--- src/rtl/arb_pkg.sv ---
// rtl/arb_pkg.sv - shared state encodings and default sizing for the round-robin arbiter
package arb_pkg;

  typedef enum logic {
    ST_IDLE = 1'b0,
    ST_BUSY = 1'b1
  } arbState_t;

  localparam int DEF_N        = 8;
  localparam int DEF_MAX_HOLD = 16;

endpackage

--- src/rtl/rr_pick.sv ---
// rtl/rr_pick.sv - combinational rotating priority encoder: first set Req bit at or after Ptr
module rr_pick
  import arb_pkg::*;
#(
  parameter int N    = DEF_N,
  parameter int IDXW = $clog2(N)
) (
  input  logic [N-1:0]    Req,
  input  logic [IDXW-1:0] Ptr,
  output logic [IDXW-1:0] winner,
  output logic            any
);

  logic [N-1:0]    rot;
  logic [IDXW-1:0] enc;

  // Rotate so Ptr lands at bit 0; IDXW-bit index arithmetic wraps mod N because N is a power of 2.
  always_comb begin
    rot = '0;
    for (int i = 0; i < N; i++) begin
      rot[i] = Req[IDXW'(i) + Ptr];
    end
  end

  always_comb begin
    enc = '0;
    for (int i = N - 1; i >= 0; i--) begin
      if (rot[i]) enc = IDXW'(i);
    end
  end

  assign winner = enc + Ptr;
  assign any    = |Req;

endmodule

--- src/rtl/rr_encoder_arbiter.sv ---
// rtl/rr_encoder_arbiter.sv - round-robin arbiter with registered one-hot grant; optional hold limit via ARB_TIMEOUT_EN
module rr_encoder_arbiter
  import arb_pkg::*;
#(
  parameter int N        = DEF_N,
  parameter int MAX_HOLD = DEF_MAX_HOLD
) (
  input  logic                 clk,
  input  logic                 reset,
  input  logic [N-1:0]         Req,
  output logic [N-1:0]         Gnt,
  output logic [$clog2(N)-1:0] GntIdx,
  output logic                 Good,
  output logic                 Timeout
);

  localparam int IDXW = $clog2(N);

  if (MAX_HOLD < 1 || MAX_HOLD > 255) begin : gBadHold
    $error("MAX_HOLD must be in 1..255");
  end

  arbState_t       state;
  logic [IDXW-1:0] ptr;
  logic [IDXW-1:0] winner;
  logic            anyReq;
  logic [IDXW-1:0] nextPtr;

  rr_pick #(.N(N), .IDXW(IDXW)) uPick (
    .Req    (Req),
    .Ptr    (ptr),
    .winner (winner),
    .any    (anyReq)
  );

  // Released owner drops to lowest priority on the next search.
  assign nextPtr = GntIdx + 1'b1;

`ifdef ARB_TIMEOUT_EN
  logic [7:0] holdCnt;

  always_ff @(posedge clk) begin
    if (reset) begin
      state   <= ST_IDLE;
      ptr     <= '0;
      holdCnt <= '0;
      Gnt     <= '0;
      GntIdx  <= '0;
      Good    <= 1'b0;
      Timeout <= 1'b0;
    end else begin
      Timeout <= 1'b0;
      case (state)
        ST_IDLE: begin
          if (anyReq) begin
            state   <= ST_BUSY;
            Gnt     <= {{(N-1){1'b0}}, 1'b1} << winner;
            GntIdx  <= winner;
            Good    <= 1'b1;
            holdCnt <= 8'd1;
          end
        end
        ST_BUSY: begin
          if (!Req[GntIdx] || holdCnt == 8'(MAX_HOLD)) begin
            state   <= ST_IDLE;
            ptr     <= nextPtr;
            Gnt     <= '0;
            GntIdx  <= '0;
            Good    <= 1'b0;
            Timeout <= Req[GntIdx];
          end else if (holdCnt != 8'hFF) begin
            holdCnt <= holdCnt + 8'd1;
          end
        end
        default: state <= ST_IDLE;
      endcase
    end
  end
`else
  always_ff @(posedge clk) begin
    if (reset) begin
      state  <= ST_IDLE;
      ptr    <= '0;
      Gnt    <= '0;
      GntIdx <= '0;
      Good   <= 1'b0;
    end else begin
      case (state)
        ST_IDLE: begin
          if (anyReq) begin
            state  <= ST_BUSY;
            Gnt    <= {{(N-1){1'b0}}, 1'b1} << winner;
            GntIdx <= winner;
            Good   <= 1'b1;
          end
        end
        ST_BUSY: begin
          if (!Req[GntIdx]) begin
            state  <= ST_IDLE;
            ptr    <= nextPtr;
            Gnt    <= '0;
            GntIdx <= '0;
            Good   <= 1'b0;
          end
        end
        default: state <= ST_IDLE;
      endcase
    end
  end

  assign Timeout = 1'b0;
`endif

endmodule

--- config.mk ---
export PLATFORM = sky130hd
export DESIGN_NAME = rr_encoder_arbiter
export DESIGN_NICKNAME = d
export VERILOG_FILES = /design/src/rtl/arb_pkg.sv /design/src/rtl/rr_pick.sv /design/src/rtl/rr_encoder_arbiter.sv
export SDC_FILE = /design/constraint.sdc
export NUM_CORES = 1
export LEC_CHECK = 0
export ABC_AREA = 1
export CORE_MARGIN = 1
export CORE_UTILIZATION = 56
export CTS_CLUSTER_DIAMETER = 50
export DETAILED_ROUTE_END_ITERATION = 16
export GPL_TIMING_DRIVEN = 0
export PLACE_DENSITY = 0.84
export REMOVE_ABC_BUFFERS = 1
export SLEW_MARGIN = 20
export SYNTH_ARGS = -nofsm -noshare
export SYNTH_HDL_FRONTEND = slang
export SYNTH_SLANG_ARGS = --single-unit
--- constraint.sdc ---
create_clock -name clk -period 6.9 [get_ports clk]
set_input_delay 0.69 -clock clk [delete_from_list [all_inputs] [get_ports clk]]
set_output_delay 0.69 -clock clk [all_outputs]
set_load 0.03 [all_outputs]
==> results.cfg, run 1 <==
[cts]
clk_pin_slew_ns = 0.10
holdBufCountCts = 0
cts-root-buf = clkbuf_4
clock_latency_ns = 0.29
postCtsResizedCells = 0
cts_setup_buffers = 0
clock-sinks = 16
tritoncts = done
clock_path_buffers = 2
cts_buffers = 3
cts_max_level = 1

[yosys]
synth-seq-area-share = 0.2471
synth_top_family_by_area = simple AND/OR/NAND/NOR gates
synthMuxAreaShare = 0.007722
synth-seq-cells = 16
synthCells = 198
yosysTopAreaCell = dfxtp_1
postSynthAreaPerCell_um2 = 6.547
synthTopCellsByArea = dfxtp_1 (25%), nand2_1 (17%), nand3_1 (9.7%), nand2_2 (5.8%), a21oi_1 (5.0%)
yosysWarnings = 0
synthSimpleGateAreaFrac = 0.4392
yosysUniqueCellTypes = 32
synth_top_area_share = 0.2471
synth_xor_area_frac = 0.05405
synthAdderAreaFrac = 0.05405
synth_compound_area_frac = 0.1120
syn_area_um2 = 1296

[layout]
diodes = 0
drive_gt1_frac = 0.1336
fin_area_um2 = 1535
area_growth_pct = 18.44
nets = 233
regArea_um2 = 320.3
multiInputGateArea_um2 = 868.3
fillCellCount = 182

[pwr]
power_density_nw_per_um2 = 450.5
internal_power_mw = 0.3278
seqPwrFrac = 0.225
p_switching_mw = 0.3638
leakagePower_nw = 0.6734
switching_share = 0.5260
pwr-share-clk = 0.091
ir_drop_mv = 0.3095
comb_power_share = 0.684

[floorplanning]
die_w_um = 50.11
num_rows = 17
die_y_um = 50.11
ios = 23
dieArea_um2 = 2511
initial_utilization = 0.5917
core_area_um2 = 2191

[place]
place_congestion = 0.8342
place_area_um2 = 1499
dp_hpwl_um = 2254
io_buffer_count = 21

[timing]
tns_ns = 0
rsz0062_at_grt = false
fmax_ghz = 0.2912
setup_violations = 0
slew_headroom = 0.5909
finalMaxSlewViolations = 0
holdWs_ns = 0.4676
fin_crit_ns = 3.434
fin_crit_sh = 0.4977
tightestPinTransition_ns = 0.6114
finalHoldViolCount = 0
skew_ns = 0.004549

[critical_path]
worst-r2r-setup-slack_ns = 3.47
crit_path_start_kind = flop
worst-r2r-cell-count = 20
cp_max_fo = 11
cp.required_ns = 7.12
path_class = flop to flop
cp-end-kind = flop
arrival_ns = 3.65
reg2reg_to = Gnt[6]
r2r-start = ptr[0]

[detailed_routing]
drt-total-wl_um = 2857
wire_per_inst_um = 11.66
vias_per_cell = 5.294
drt_iter0_drc = 40
detail-route-antenna-nets = 0
dr.pass1.iters = 4
num_vias = 1297
drcViolationCount = 0

[worst_hold_path]
hp-class = flop to flop
worstHoldPathCells = 2
hold_start = Gnt[7]
hold_end = Gnt[7]

[flow_run]
maxCapViolCount = 0

[global_route]
grt_pass1_wl_um = 4926
antenna_found_initial = 0
grt_max_degree = 13
grt_usage = 0.2506
globalRouteOverflowTotal = 0
grt_pass1_vias = 1159

[status]
outcome = complete, no violations
[through the flow]
step	instances	util	setup slack, ns	power, mW
6_report	245	0.7007	3.466	0.6917
5_1_grt	245	0.7007	3.061	0.7582
4_1_cts	245	0.7007	3.458	0.6904
3_5_place_dp	241	0.6842	3.327	0.6242
3_3_place_gp	241	0.6842	3.433	0.6077
2_1_floorplan	192	-	3.856	0.5104
[layout make-up]
cell class	count	share of cell area
flip-flops and latches	16	0.2086
well taps	28	0.02282
multi-input cells	160	0.5656
repair buffers	21	0.1369
inverters	16	0.04238
clock buffers	4	0.02363
[worst max-delay path, cell delays in order, from the launching register on]
cell and delay (ns):
dfxtp_1 0.61, inv_6 0.12, ha_1 0.41, inv_1 0.11, nand3_1 0.12, nand3_1 0.08, nand2_1 0.12, a31oi_1 0.08
o21ai_0 0.15, nand2_1 0.07, a21boi_0 0.17, ha_1 0.18, inv_1 0.05, fa_1 0.37, xnor2_1 0.22, inv_1 0.11
nand2_4 0.10, nand2_4 0.06, inv_2 0.06, nand2_1 0.04, a21oi_1 0.13
[Yosys cell counts, drive strengths merged]
| library cell | instances |
|---|---|
| buf | 5 |
| nand4 | 3 |
| o22ai | 1 |
| ha | 4 |
| o21bai | 1 |
| a31oi | 2 |
| o211ai | 1 |
| clkbuf | 1 |
| a21oi | 14 |
| o21ai | 6 |
| dfxtp | 16 |
| xor2 | 4 |
| mux2i | 1 |
| a21boi | 1 |
| inv | 16 |
| conb | 1 |
| fa | 1 |
| nor3 | 1 |
| nand3 | 29 |
| xnor2 | 4 |
| nor2 | 15 |
| nand2 | 71 |
[metal layers]
layer / part of all wire / track usage / vias to the layer above
li1: - / - / 691
met1: 0.49 / 0.3446 / 585
met2: 0.48 / 0.4067 / 19
met3: 0.028 / 0.04630 / 2
met4: 0.0035 / 0.04286 / 0
met5: 0 / 0 / -
[cell usage in the layout, fill, tap and decap left out, types with 3 or more instances in the layout]
cell	instances
nand3_1	25
dfxtp_1	16
clkdlybuf4s50_1	21
nand2_2	12
inv_1	13
nand4_1	3
xor2_1	4
nand2_1	57
xnor2_1	4
a21oi_1	13
ha_1	4
nand3_2	4
o21ai_0	6
clkbuf_4	3
nor2_1	12
[registers in the layout (all words and copies together), names as in the netlist]
signal	flops
Gnt	8
Good	1
GntIdx	3
ptr	3
state	1
[power by group through the flow]
stage               Sequential [mW]  Clock, mW  Combinational (mW)
finish                        0.155     0.0632               0.473
global route                  0.161     0.0673               0.530
CTS                           0.156     0.0633               0.471
detailed placement            0.158          0               0.466
global placement              0.156          0               0.452
floorplan                     0.192          0               0.319
[cells by family after synthesis]
logic type / Yosys count
muxes: 1
DFF: 16
other: 1
and+or+nand+nor: 119
adders and majority gates: 5
AOI/OAI and AO/OA: 26
buffers and inverters: 22
xor gates and xnor gates: 8
[how the worst max path moves through the flow]
stage	start	end	slack, ns	cells past startpoint
after global routing	ptr[0]	Gnt[6]	3.06	20
after detailed placement	Req[2]	Gnt[6]	3.33	19
after CTS	ptr[0]	Gnt[6]	3.46	20
final	ptr[0]	Gnt[6]	3.47	20
after global placement	Req[2]	GntIdx[2]	3.43	19
after floorplan	ptr[0]	GntIdx[2]	3.86	20
Note: power is estimated with default switching activity, not from simulation.
==> inputs of run 2 (changes only) <==
--- a/config.mk
+++ b/config.mk
@@ -7,11 +7,11 @@
 export LEC_CHECK = 0
 export ABC_AREA = 1
 export CORE_MARGIN = 1
-export CORE_UTILIZATION = 56
+export CORE_UTILIZATION = 52
 export CTS_CLUSTER_DIAMETER = 50
 export DETAILED_ROUTE_END_ITERATION = 16
 export GPL_TIMING_DRIVEN = 0
-export PLACE_DENSITY = 0.84
+export PLACE_DENSITY = 0.79
 export REMOVE_ABC_BUFFERS = 1
 export SLEW_MARGIN = 20
 export SYNTH_ARGS = -nofsm -noshare
==> constraint.sdc (replaced) <==
create_clock -name clk -period 3.43 [get_ports clk]
set_input_delay 0.343 -clock clk [delete_from_list [all_inputs] [get_ports clk]]
set_output_delay 0.343 -clock clk [all_outputs]
set_load 0.03 [all_outputs]
==> run 2 against run 1 <==
Sequential cell count unchanged. Design area increased by 2.8%. Global-route usage about the same. Core utilization shrank 0.75 points. Clock power increased by 98%. Clock skew grew 0.0023 ns. Wire length rose by 6.0%.
==> results.cfg, run 2 (synthesized netlist as in run 1, its figures left out) <==
[timing]
tns_ns = 0
setup_violations = 0
fmax_ghz = 0.3266
finalHoldViolCount = 0
rsz0062_at_grt = false
tightestPinTransition_ns = 0.6433
holdWs_ns = 0.4713
finalMaxSlewViolations = 0
fin_crit_ns = 3.062
skew_ns = 0.006826
layout_setup_ws_ns = 0.3682
slew_headroom = 0.5695
fin_crit_sh = 0.8927

[critical_path]
cp_max_fo = 8
slowest_stage = dfxtp_4
arrival_ns = 3.27
path_cells = inv_2, ha_4, inv_1, nand3_1, nand3_1, nand2_1, a31oi_1, o21ai_0, nand2_1, a21boi_0, ha_1, inv_1, fa_1, xnor2_2, inv_1, nand2_4, nand2_4, inv_2, nand2_1, a21oi_1
cp.required_ns = 3.64
cp-end-kind = flop
crit_path_start_kind = flop
path_class = flop to flop
cp_slowest_stage_delay_ns = 0.41

[layout]
layout_commonest_cell = nand2_1
nets = 235
diodes = 0
reg_top3 = Gnt x8, GntIdx x3, ptr x3
drive_gt1_frac = 0.1598
largest_reg_flops = 8
area_growth_pct = 21.72
fillCellCount = 198
top_register = Gnt
mostFrequentLayoutCells = nand2_1 (57), nand3_1 (25), clkdlybuf4s50_1 (21), dfxtp_1 (14)

[pwr]
ir_drop_mv = 0.7232
leakagePower_nw = 0.6951
power_density_nw_per_um2 = 911.3

[cts]
cts_buffers = 3
tritoncts = done
clock_latency_ns = 0.29
clock_path_buffers = 2
clk_pin_slew_ns = 0.10
clock-sinks = 16
cts-root-buf = clkbuf_4
cts_max_level = 1
holdBufCountCts = 0

[detailed_routing]
num_vias = 1338
drt-total-wl_um = 3029
wire_per_inst_um = 12.26
drcViolationCount = 0
detail-route-antenna-nets = 0
dr.pass1.iters = 4
vias_per_cell = 5.417
drt_iter0_drc = 55

[place]
dp_hpwl_um = 2282
place_congestion = 0.7953
dp_slack_ns = 0.007900
io_buffer_count = 21

[global_route]
grt_usage = 0.2511
grt_pass1_wl_um = 5250
grt_pass1_vias = 1259
globalRouteOverflowTotal = 0
grt_max_degree = 13
antenna_found_initial = 0

[worst_hold_path]
hp-class = flop to flop

[floorplanning]
dieArea_um2 = 2696
core_area_um2 = 2276
ios = 23
num_rows = 17
die_w_um = 51.93
die_y_um = 51.93
initial_utilization = 0.5695

[status]
outcome = complete, no violations

[flow_run]
maxCapViolCount = 0
-- run 2: report_power, final --
part | switching (mW) | total (mW) | internal (mW)
combinational | 0.617 | 0.997 | 0.380
sequential | 0.0705 | 0.315 | 0.245
clock | 0.0606 | 0.125 | 0.0647
total | 0.748 | 1.44 | 0.690
-- run 2: worst paths after layout --
path / from / end / slack, ns / depth (start not counted)
worst max-delay path: ptr[1] / Gnt[7] / 0.37 / 20
worst min-delay path: Gnt[2] / Gnt[2] / 0.47 / 2
worst max register to register: ptr[1] / Gnt[7] / 0.37 / 20
worst min register to register: Gnt[2] / Gnt[2] / 0.47 / 2
-- run 2: repair_timing --
action / 4_1_cts / 5_1_grt
pin swaps: 0 / 0
resized for setup: 1 / 6
buffers inserted: 0 / 2
endpoints found under the setup margin: 3 / 10
-- run 2: final cells by class --
class                      instances  area, µm²  share of cell area
multi-input combinational        160      888.4              0.5630
sequential                        16      327.8              0.2078
timing repair buffer              23      225.2              0.1427
inverter                          16      65.06             0.04124
clock buffer                       4      36.28             0.02300
tap                               28      35.03             0.02220
-- run 2: worst max-delay path: cells and delay by family (launching register included) --
family	cells	cell delay [ns]
buffers and inverters	5	0.40
AND/OR/NAND/NOR	7	0.61
flip-flops	1	0.41
adder cells (fa/ha/maj)	3	0.89
XOR/XNOR	1	0.18
AO/OA/AOI/OAI	4	0.50
-- run 2: per-stage QoR --
stage	std cells	utilization	total power [mW]	area [µm²]
2_1_floorplan	192	-	1.027	1254
3_3_place_gp	241	0.6586	1.226	1499
3_5_place_dp	241	0.6586	1.255	1499
4_1_cts	245	0.6751	1.391	1536
5_1_grt	247	0.6932	1.577	1578
6_report	247	0.6932	1.438	1578
-- run 2: metal layers --
| layer | global-route usage | wire length, µm | up-vias |
|---|---|---|---|
| met5 | 0 | 0 | - |
| met4 | 0.04955 | 9 | 0 |
| met3 | 0.04971 | 109 | 2 |
| met2 | 0.4124 | 1456 | 30 |
| met1 | 0.3381 | 1455 | 621 |
| li1 | - | - | 685 |
